==> src/rtl/game_pkg.sv <==
// Shared types and defaults for the rhythm-game sequencing blocks.
// Imported by the lane scheduler and its arbiter.
package game_pkg;

  typedef enum logic [2:0] {
    S_IDLE,
    S_ARB,
    S_FETCH,
    S_LOAD,
    S_DONE
  } state_e;

  localparam int DEF_CMD_W   = 4;
  localparam int DEF_SCORE_W = 8;

  localparam logic [DEF_CMD_W-1:0] CMD_NONE = '0;

endpackage

==> src/rtl/rr_arbiter.sv <==
// Combinational round-robin arbiter: first request at or above ptr, with wrap.
// Emits a one-hot grant, its index and a valid flag.
module rr_arbiter #(
  parameter  int N  = 3,
  localparam int IW = (N > 1) ? $clog2(N) : 1
) (
  input  logic [N-1:0]  req,
  input  logic [IW-1:0] ptr,
  output logic [N-1:0]  gnt,
  output logic [IW-1:0] idx,
  output logic          vld
);

  int j;

  always_comb begin
    gnt = '0;
    idx = '0;
    vld = 1'b0;
    j   = 0;
    for (int k = 0; k < N; k++) begin
      j = (int'(ptr) + k) % N;
      if (!vld && req[j]) begin
        vld    = 1'b1;
        idx    = IW'(j);
        gnt[j] = 1'b1;
      end
    end
  end

endmodule

==> src/rtl/lane_scheduler.sv <==
// Grants per-lane command requests round-robin, loads each lane from the
// command list, and keeps the game score until the list runs out.
module lane_scheduler
  import game_pkg::*;
#(
  parameter int N_LANES  = 3,
  parameter int CMD_W    = DEF_CMD_W,
  parameter int ADDR_W   = 4,
  parameter int LIST_LEN = 10,
  parameter int SCORE_W  = DEF_SCORE_W
) (
  input  logic               CLOCK_25,
  input  logic               rst_n,
  input  logic               start,
  input  logic [N_LANES-1:0] trocar_req,
  input  logic [N_LANES-1:0] ponto_in,
  output logic [ADDR_W-1:0]  cmd_addr,
  input  logic [CMD_W-1:0]   cmd_data,
  output logic [CMD_W-1:0]   cmd_out,
  output logic [N_LANES-1:0] cmd_load,
  output logic [SCORE_W-1:0] score,
  output logic               fim_de_jogo,
  output logic               busy
);

  localparam int IW = (N_LANES > 1) ? $clog2(N_LANES) : 1;
  localparam logic [ADDR_W:0] LAST = (ADDR_W+1)'(LIST_LEN);

  state_e             state_q, state_d;
  logic [N_LANES-1:0] pending_q, pending_d;
  logic [N_LANES-1:0] prev_req_q, prev_req_d;
  logic [N_LANES-1:0] prev_ponto_q, prev_ponto_d;
  logic [N_LANES-1:0] cmd_load_q, cmd_load_d;
  logic [CMD_W-1:0]   cmd_out_q, cmd_out_d;
  logic [SCORE_W-1:0] score_q, score_d;
  logic [ADDR_W-1:0]  list_ptr_q, list_ptr_d;
  logic [IW-1:0]      rr_ptr_q, rr_ptr_d;
  logic [IW-1:0]      grant_q, grant_d;
  logic               fim_q, fim_d;
  logic               busy_q, busy_d;

  logic [N_LANES-1:0] req_edge, ponto_edge;
  logic [N_LANES-1:0] arb_gnt, grant_mask;
  logic [IW-1:0]      arb_idx;
  logic               arb_vld;
  logic [SCORE_W:0]   score_sum;
  logic [SCORE_W-1:0] score_sat;
  logic [ADDR_W:0]    ptr_inc;

  assign req_edge   = trocar_req & ~prev_req_q;
  assign ponto_edge = ponto_in & ~prev_ponto_q;
  assign grant_mask = N_LANES'(1) << grant_q;
  assign ptr_inc    = {1'b0, list_ptr_q} + (ADDR_W+1)'(1);

  rr_arbiter #(.N(N_LANES)) u_arb (
    .req (pending_q),
    .ptr (rr_ptr_q),
    .gnt (arb_gnt),
    .idx (arb_idx),
    .vld (arb_vld)
  );

  // Saturating add of every simultaneous hit this cycle.
  always_comb begin
    score_sum = {1'b0, score_q};
    for (int i = 0; i < N_LANES; i++)
      score_sum = score_sum + (SCORE_W+1)'(ponto_edge[i]);
    score_sat = score_sum[SCORE_W] ? '1 : score_sum[SCORE_W-1:0];
  end

  always_comb begin
    state_d      = state_q;
    pending_d    = pending_q;
    prev_req_d   = trocar_req;
    prev_ponto_d = ponto_in;
    cmd_load_d   = '0;
    cmd_out_d    = CMD_W'(CMD_NONE);
    score_d      = score_q;
    list_ptr_d   = list_ptr_q;
    rr_ptr_d     = rr_ptr_q;
    grant_d      = grant_q;
    unique case (state_q)
      S_IDLE: begin
        pending_d = '0;
        if (start) begin
          state_d    = S_ARB;
          score_d    = '0;
          list_ptr_d = '0;
          rr_ptr_d   = '0;
        end
      end
      S_ARB: begin
        pending_d = pending_q | req_edge;
        score_d   = score_sat;
        if (arb_vld) begin
          grant_d = arb_idx;
          state_d = S_FETCH;
        end
      end
      S_FETCH: begin
        pending_d  = pending_q | req_edge;
        score_d    = score_sat;
        cmd_out_d  = cmd_data;
        cmd_load_d = grant_mask;
        state_d    = S_LOAD;
      end
      S_LOAD: begin
        pending_d  = (pending_q & ~grant_mask) | req_edge;
        score_d    = score_sat;
        list_ptr_d = ptr_inc[ADDR_W-1:0];
        rr_ptr_d   = (int'(grant_q) == N_LANES-1) ? '0 : grant_q + IW'(1);
        if (ptr_inc == LAST) begin
          state_d   = S_DONE;
          pending_d = '0;
        end else begin
          state_d = S_ARB;
        end
      end
      S_DONE: begin
        pending_d = '0;
        if (start) state_d = S_IDLE;
      end
      default: state_d = S_IDLE;
    endcase
    fim_d  = (state_d == S_DONE);
    busy_d = (state_d == S_FETCH) || (state_d == S_LOAD);
  end

  always_ff @(posedge CLOCK_25 or negedge rst_n) begin
    if (!rst_n) begin
      state_q      <= S_IDLE;
      pending_q    <= '0;
      prev_req_q   <= '0;
      prev_ponto_q <= '0;
      cmd_load_q   <= '0;
      cmd_out_q    <= '0;
      score_q      <= '0;
      list_ptr_q   <= '0;
      rr_ptr_q     <= '0;
      grant_q      <= '0;
      fim_q        <= 1'b0;
      busy_q       <= 1'b0;
    end else begin
      state_q      <= state_d;
      pending_q    <= pending_d;
      prev_req_q   <= prev_req_d;
      prev_ponto_q <= prev_ponto_d;
      cmd_load_q   <= cmd_load_d;
      cmd_out_q    <= cmd_out_d;
      score_q      <= score_d;
      list_ptr_q   <= list_ptr_d;
      rr_ptr_q     <= rr_ptr_d;
      grant_q      <= grant_d;
      fim_q        <= fim_d;
      busy_q       <= busy_d;
    end
  end

  assign cmd_addr    = list_ptr_q;
  assign cmd_out     = cmd_out_q;
  assign cmd_load    = cmd_load_q;
  assign score       = score_q;
  assign fim_de_jogo = fim_q;
  assign busy        = busy_q;

endmodule

==> config.mk <==
export PLATFORM = sky130hd
export DESIGN_NAME = lane_scheduler
export DESIGN_NICKNAME = d
export VERILOG_FILES = /design/src/rtl/game_pkg.sv /design/src/rtl/rr_arbiter.sv /design/src/rtl/lane_scheduler.sv
export SDC_FILE = /design/constraint.sdc
export NUM_CORES = 1
export LEC_CHECK = 0
export BUFFER_PORTS_ARGS = -buffer_cell sky130_fd_sc_hd__buf_2
export CORE_ASPECT_RATIO = 1.4
export CORE_UTILIZATION = 43
export DETAILED_ROUTE_END_ITERATION = 7
export SETUP_SLACK_MARGIN = 0.1
export SYNTH_ARGS = -nofsm -noshare
export SYNTH_HDL_FRONTEND = slang
export SYNTH_SLANG_ARGS = --single-unit
export TNS_END_PERCENT = 30
==> constraint.sdc <==
create_clock -name CLOCK_25 -period 3.25 [get_ports CLOCK_25]
set_input_delay 0.65 -clock CLOCK_25 [delete_from_list [all_inputs] [get_ports CLOCK_25]]
set_output_delay 0.65 -clock CLOCK_25 [all_outputs]
set_load 0.01 [all_outputs]
# == Word level (Yosys, flattened, before mapping) ==
# Index checks and enable logic that the tools add are counted.
# classes
muxes,32
div,3
multipliers,0
bitwise_logic,8
reduce_logical,15
shift,1
eq_ne,10
addsub,7
order_cmp,3
# ops
op,count
$lt 32x4->1 const B,3
$mod 32x3->32 const B,2
$mod 3x3->32 const B,1
$add 9x1->9,2
$mux 3,6
$mux 8,2
$pmux 8 s2,1
$pmux 3 s5,1
$eq 3x2->1 const B,4
$mux 2,5
$add 8x1->9,1
$and 3x3->3,3
$mux 1,9
$not 3->3,3
$pmux 3 s3,1
$mux 4,2
$pmux 4 s2,1
$bmux 1 s2,3
$eq 3x3->1 const B,2
$or 3x3->3,2
$reduce_and 2->1,3
$add 4x1->5 const B,1
$eq 5x4->1 const B,1
$pmux 2 s2,1
15 further kinds,19
# totals
rom_bits,0
ramBits,0
n_memories,0
elab_cells,91
out_inout_bits,21
regBits,37
latchBits,0

# == Depth between registers and ports, before layout ==
# Gate-level depths: netlist (run 1).
# logic_depth
depth_word,15
depth_mapped,10
mapped_depth_nobuf,9

# == Modules after synthesis ==
# A second synthesis (run 1) with hierarchy kept.
# unflattened
cells_unflattened,215
hier_area_um2,2083.2
# modules_own_cells
mod,instances,seq_area_each_um2,cells_per_inst,area_each_um2
lane_scheduler,1,925.9,163,1701.6
rr_arbiter,1,0.0,52,381.6

# == Least setup slack after synthesis (run 1) ==
# No wires, ideal clock.
# synth_timing
path_kind,input port to flip-flop
startpoint,input ponto_in[0]
endpoint,register score_q[5] (netlist: score[5])
stages,10
required_time_ps,3131
slack_ps,420
t_arrival_ps,2712
setup_ps,119
cell_sequence,nand2b_1 > fa_1 > inv_1 > ha_1 > fa_1 > and3_1 > buf_4 > and3_2 > o21a_1 > o21a_1
# synth_between
elab_chain_cells,6
# synth_lines
element,line,text
"start, declared",lane_scheduler.sv:16,"input logic [N_LANES-1:0] ponto_in,"
$and 3x3->3,lane_scheduler.sv:51,assign ponto_edge = ponto_in & ~prev_ponto_q;
$add 8x1->9,lane_scheduler.sv:67,score_sum = score_sum + (SCORE_W+1)'(ponto_edge[i]);
$add 9x1->9 (2 in series),lane_scheduler.sv:67,
$mux 8,lane_scheduler.sv:68,score_sat = score_sum[SCORE_W] ? '1 : score_sum[SCORE_W-1:0];
$pmux 8 s2,lane_scheduler.sv:82,unique case (state_q)
"end signal, assigned",lane_scheduler.sv:150,score_q <= score_d;
"end, declared",lane_scheduler.sv:35,"logic [SCORE_W-1:0] score_q, score_d;"
# Every way passes these cells.
# A chain may end at the register's enable or synchronous reset.

# == Worst setup path in the final report (run 1) ==
# layout_timing
startpoint,register prev_ponto_q[0]
endpoint,register score_q[5] (netlist: score[5])
# layout_between
elab_chain_cells,7
# layout_lines
element,line,text
"start, declared",lane_scheduler.sv:32,"logic [N_LANES-1:0] prev_ponto_q, prev_ponto_d;"
"start signal, assigned",lane_scheduler.sv:147,prev_ponto_q <= prev_ponto_d;
$not 3->3,lane_scheduler.sv:51,
$and 3x3->3,lane_scheduler.sv:51,
$add 8x1->9,lane_scheduler.sv:67,
$add 9x1->9 (2 in series),lane_scheduler.sv:67,
$mux 8,lane_scheduler.sv:68,
$pmux 8 s2,lane_scheduler.sv:82,
# Every way passes these cells.

==> results of run 1 <==
[synth_stat cells, drive strengths merged (2+ instances only)]
| library cell | n | area (um2) |
|---|---|---|
| a311oi | 3 | 26.3 |
| nor2 | 12 | 52.6 |
| a31oi | 6 | 43.8 |
| o21a | 2 | 15.0 |
| nor2b | 7 | 43.8 |
| nor3b | 3 | 22.5 |
| o31ai | 2 | 20.0 |
| buf | 3 | 23.8 |
| nand3b | 2 | 15.0 |
| o22a | 2 | 17.5 |
| nor3 | 3 | 15.0 |
| a41oi | 4 | 42.6 |
| nand3 | 3 | 15.0 |
| mux2i | 2 | 20.0 |
| dfrtp | 37 | 926 |
| ha | 8 | 100 |
| or2 | 3 | 18.8 |
| nand2b | 7 | 43.8 |
| nand2 | 17 | 63.8 |
| a211oi | 2 | 15.0 |
| and3 | 4 | 26.3 |
| a21oi | 6 | 30.0 |
| and2 | 6 | 37.5 |
| a21o | 5 | 37.5 |
| fa | 2 | 40.0 |
| inv | 13 | 48.8 |
| o21ai | 14 | 81.3 |
[logic make-up after synthesis]
| group | synth area share, % |
|---|---|
| muxes | 1.02 |
| and+or+nand+nor | 19.0 |
| buffers and inverters | 3.71 |
| AOI/OAI and AO/OA | 21.3 |
| adders and majority gates | 7.17 |
| DFF | 47.3 |
| xor gates and xnor gates | 0.448 |
[path summary, 6_finish.rpt]
check	from	endpoint	slack, ns	cells past startpoint
hold / removal	rst_n	cmd_load[1]	0.45	1
hold reg to reg	grant_q[1]	cmd_load[0]	0.50	1
max in group asynchronous	rst_n	prev_req_q[0]	2.27	1
setup reg to reg	prev_ponto_q[0]	score[5]	0.57	9
setup / recovery	prev_ponto_q[0]	score[5]	0.57	9
min in group CLOCK_25	ponto_in[2]	prev_ponto_q[2]	0.48	1
[flip-flops by register name (all words and copies together), names as in the netlist, 2 cells and up]
name	cells
state_q	3
rr_ptr_q	2
prev_req_q	3
prev_ponto_q	3
score	8
cmd_addr	4
cmd_load	3
pending_q	3
cmd_out	4
grant_q	2
[layout make-up]
cell class | count | area [um2]
tap | 60 | 75.1
clock inverter | 1 | 5.00
multi-input combinational | 137 | 957
clock buffer | 7 | 96.3
inverter | 13 | 48.8
sequential | 37 | 926
timing repair buffer | 33 | 165
fill | 410 | 2040
[through the flow]
stage / setup slack (ns) / hold WS (ns)
2_1_floorplan: 0.420 / 0.354
3_3_place_gp: 0.284 / 0.486
3_5_place_dp: 0.253 / 0.498
4_1_cts: 0.553 / 0.471
5_1_grt: 0.393 / 0.473
6_report: 0.565 / 0.449
[worst max-delay path: stages (launching register included)]
cell,delay (ns)
dfrtp_1,0.37
nand2b_1,0.16
fa_1,0.50
inv_1,0.04
ha_1,0.22
fa_1,0.40
and3_1,0.28
and3_2,0.26
o21a_1,0.19
o21a_1,0.16
[routing by layer]
metal | vias up | part of all wire (%) | wire, um
li1 | 750 | - | -
met1 | 731 | 43 | 1720
met2 | 31 | 52 | 2100
met3 | 8 | 3.3 | 133
met4 | 0 | 2.2 | 91
met5 | - | 0 | 0
[where the power goes]
group          switching (W)  internal [W]
clock network       0.000163      0.000192
logic               0.000463      0.000358
registers           0.000145      0.000589
[layout by cell type, fill, tap and decap left out, drive strengths merged, types with 5 or more instances in the layout]
master and count:
a21oi 6, dfrtp 37, o21ai 14, a21o 5, a31oi 6, nand2b 7
inv 13, nor2b 7, and2 6, ha 8, nor2 12, nand2 17
clkbuf 7, buf 33
==> flow_summary.yaml, run 1 <==
run_status:
  outcome: "completed"
cts:
  numCtsBuffers: 5
  htreeDepth: 2
  clock-sinks: 37
  clk_pin_slew_worst_paths_ns: 0.08
  cts_root_buffer: "clkbuf_8"
  cts_tree: "built"
  holdBufCountCts: 0
  cts.path.max_buffers: 2
  post-cts-setup-buffers: 0
  cts_resized: 0
  clk_latency_ns: 0.29
cells_and_area:
  nets: 250
  finalInstanceArea_um2: 2270
  syn_to_final_growth_pct: 16.3
  antenna_cells_inserted: 0
  layoutNonFillerInstCount: 288
  utilization_pct: 52.8
  drive_gt1_share_pct: 23.2
drt:
  vias: 1520
  first_pass_iters: 4
  wire_per_inst_um: 14.1
  drt-initial-drc-count: 107
  via_per_inst: 5.28
  drc_errors: 0
  postRouteWirelength_mm: 4.05
  final_antenna_net_count: 0
timing:
  fin_tns_setup_ns: 0
  fmax_ghz: 0.373
  relSlewSlack_pct: 45.5
  clock_skew_ns: 0.00974
  hold_violations: 0
  slew_viol_final: 0
  setup_violations: 0
  rsz0062_at_grt: "no"
  worst_pin_slew_ns: 0.817
  period_minus_slack_ns: 2.68
  fin_crit_sh_pct: 82.6
worst_setup_path:
  crit_path_end_kind: "register"
  critical_path_class: "reg -> reg"
  worstPathRequired_ns: 3.44
  crit_fanout: 7
  cp-start-kind: "register"
  worstPathArrival_ns: 2.87
flow_run:
  cap_violations: 0
logic_synthesis:
  synth_cells: 190
  ys_seq_area_share_pct: 47.3
  syn-num-nets: 213
  ys_warn_count: 0
  synth_edf_count: 0
  ys.flop_type: "dfrtp_1"
  async_reset_ff_share_pct: 100
  syn-cell-area_um2: 1960
  yosys_register_bits: 37
  syn_area_per_cell_um2: 10.3
  ys_types: 49
grt:
  overflow: 0
  grt_pass1_wl_mm: 6.66
  globalRouteTotalUtil_pct: 18.6
  grt_pass1_vias: 1507
  met2_usage_pct: 32.5
  grt_max_degree: 38
  busiest_layer: "met2"
  grt_use_met3_pct: 4.09
  grt.met1_usage_pct: 21.4
  antenna_found_initial: 0
power_and_ir_drop:
  peakVddDrop_v: 0.000353
  p_leak_nw: 1.11
  total_power_w: 0.00191
  power_density_nw_per_um2: 840
place:
  place_inst: 280
  port_buffers: 33
  placed_area_um2: 2170
  dp_hpwl_mm: 3.07
  place_congestion: 0.836
floorplanning:
  core-area_um2: 4310
  initial_core_util_pct: 45.4
  fp.dieW_um: 59.0
  design.die.area_um2: 4830
  num_rows: 28
  die_y_um: 81.8
  ios: 34
min_path:
  hold_path.class: "in -> async"
Note: power is estimated with default switching activity, not from simulation.
==> run 2, diff against run 1 <==
clock period = 2.71 ns   (was 3.25 ns; I/O delays follow)
==> flow_summary.yaml, run 2 (same netlist as run 1, synthesis figures left out) <==
place:
  pre_cts_slack_ns: -0.0217
  place_congestion: 0.757
  port_buffers: 33
  dp_hpwl_mm: 3.13
worst_setup_path:
  worstPathArrival_ns: 2.62
  regToRegStartpoint: "prev_ponto_q[0]"
  critPathMaxStageDelay_ns: 0.50
  crit_path_end: "score[5]"
  crit_fanout: 6
  crit_chain: "nand2b_1 > fa_1 > inv_1 > ha_2 > fa_2 > and3_4 > and3_4 > o21a_1 > o21a_1"
  cp_num_cells: 9
  r2r_cells: 9
  worstPathRequired_ns: 2.88
  reg2reg_slack_ns: 0.26
  timing.rr.end: "score[5]"
  critical_path_class: "reg -> reg"
  setup.worst_path.start: "prev_ponto_q[0]"
  crit_path_end_kind: "register"
  cp-start-kind: "register"
  slowest_stage: "fa_1"
  path_delay_family: "adder cells"
  cp_num_buf_inv: 1
floorplanning:
  design.die.area_um2: 4830
  die_y_um: 81.8
  core-area_um2: 4310
  num_rows: 28
  fp.dieW_um: 59.0
  initial_core_util_pct: 45.4
  ios: 34
grt:
  globalRouteTotalUtil_pct: 19.7
  antenna_found_initial: 0
  grt_pass1_wl_mm: 7.02
  overflow: 0
  grt_max_degree: 38
  grt_pass1_vias: 1546
drt:
  wire_per_inst_um: 14.1
  postRouteWirelength_mm: 4.08
  final_antenna_net_count: 0
  vias: 1523
  first_pass_iters: 4
  drc_errors: 0
  drt-initial-drc-count: 93
  via_per_inst: 5.25
timing:
  setup_violations: 0
  fmax_ghz: 0.408
  final.setup.worst_slack_ns: 0.259
  fin_crit_sh_pct: 90.4
  fin_tns_setup_ns: 0
  slew_viol_final: 0
  clock_skew_ns: 0.00721
  rsz0062_at_grt: "no"
  hold_violations: 0
  worst_pin_slew_ns: 0.815
  relSlewSlack_pct: 45.7
  period_minus_slack_ns: 2.45
cts:
  htreeDepth: 2
  clock-sinks: 37
  holdBufCountCts: 0
  numCtsBuffers: 5
  clk_latency_ns: 0.29
  cts_root_buffer: "clkbuf_8"
  clk_pin_slew_worst_paths_ns: 0.07
  post-cts-setup-buffers: 0
  cts.path.max_buffers: 2
  cts_tree: "built"
  cts_resized: 0
cells_and_area:
  drive_gt1_share_pct: 24.8
  antenna_cells_inserted: 0
  syn_to_final_growth_pct: 16.8
  largest_reg_flops: 8
  layout_commonest_cell: "dfrtp_1"
  layout_common_cells: "37 x dfrtp_1, 33 x buf_2, 17 x nand2_1"
  nets: 252
min_path:
  hold_path.class: "in -> async"
run_status:
  outcome: "completed"
power_and_ir_drop:
  peakVddDrop_v: 0.000540
  p_leak_nw: 1.10
  power_density_nw_per_um2: 983
flow_run:
  cap_violations: 0
run 2: cell types whose count changed in the layout (fill, tap and decap cells not counted), sizes merged:
cell	delta
clkinv	+1
clkbuf	-1
buf	+2
run 2: worst min path at each step:
stage                           start  cells past startpoint  slack [ns]              end
after floorplan                 rst_n                      0        0.25             busy
after global placement     grant_q[1]                      1        0.49      cmd_load[0]
after detailed placement   grant_q[1]                      1        0.50      cmd_load[0]
after CTS                 ponto_in[1]                      1        0.36  prev_ponto_q[1]
after global routing      ponto_in[1]                      1        0.36  prev_ponto_q[1]
final                           rst_n                      1        0.35      cmd_load[2]
run 2: routing by layer:
layer  global-route usage, %  part of all wire (%)  vias up
li1                        -                     -      756
met1                    22.6                    41      737
met2                    34.7                    54       22
met3                    3.94                   2.5        8
met4                    9.29                   2.4        0
met5                       0                     0        -
run 2: layout make-up:
cell class                      instances  area, um2
Clock inverter                          2       10.0
Timing Repair Buffer                   35        180
Tap cell                               60       75.1
Sequential cell                        37        926
Inverter                               13       48.8
Fill cell                             422       2030
Clock buffer                            6       72.6
Multi-Input combinational cell        137        971
run 2: power breakdown:
group	leakage [nW]	switching (W)	internal [W]
clock network	0.0450	0.000182	0.000178
registers	0.476	0.000174	0.000707
logic	0.582	0.000561	0.000442
total	1.10	0.000918	0.00133
run 2: stage by stage:
step                      hold slack [ns]  std cells  util (%)  cell area [um2]  total power (W)
after floorplan                     0.246        190         -             1960          0.00160
after global placement              0.492        282      51.0             2200          0.00186
after detailed placement            0.501        282      51.0             2200          0.00190
after CTS                           0.359        290      52.9             2280          0.00227
after global routing                0.356        290      53.0             2280          0.00245
final                               0.349        290      53.0             2280          0.00224
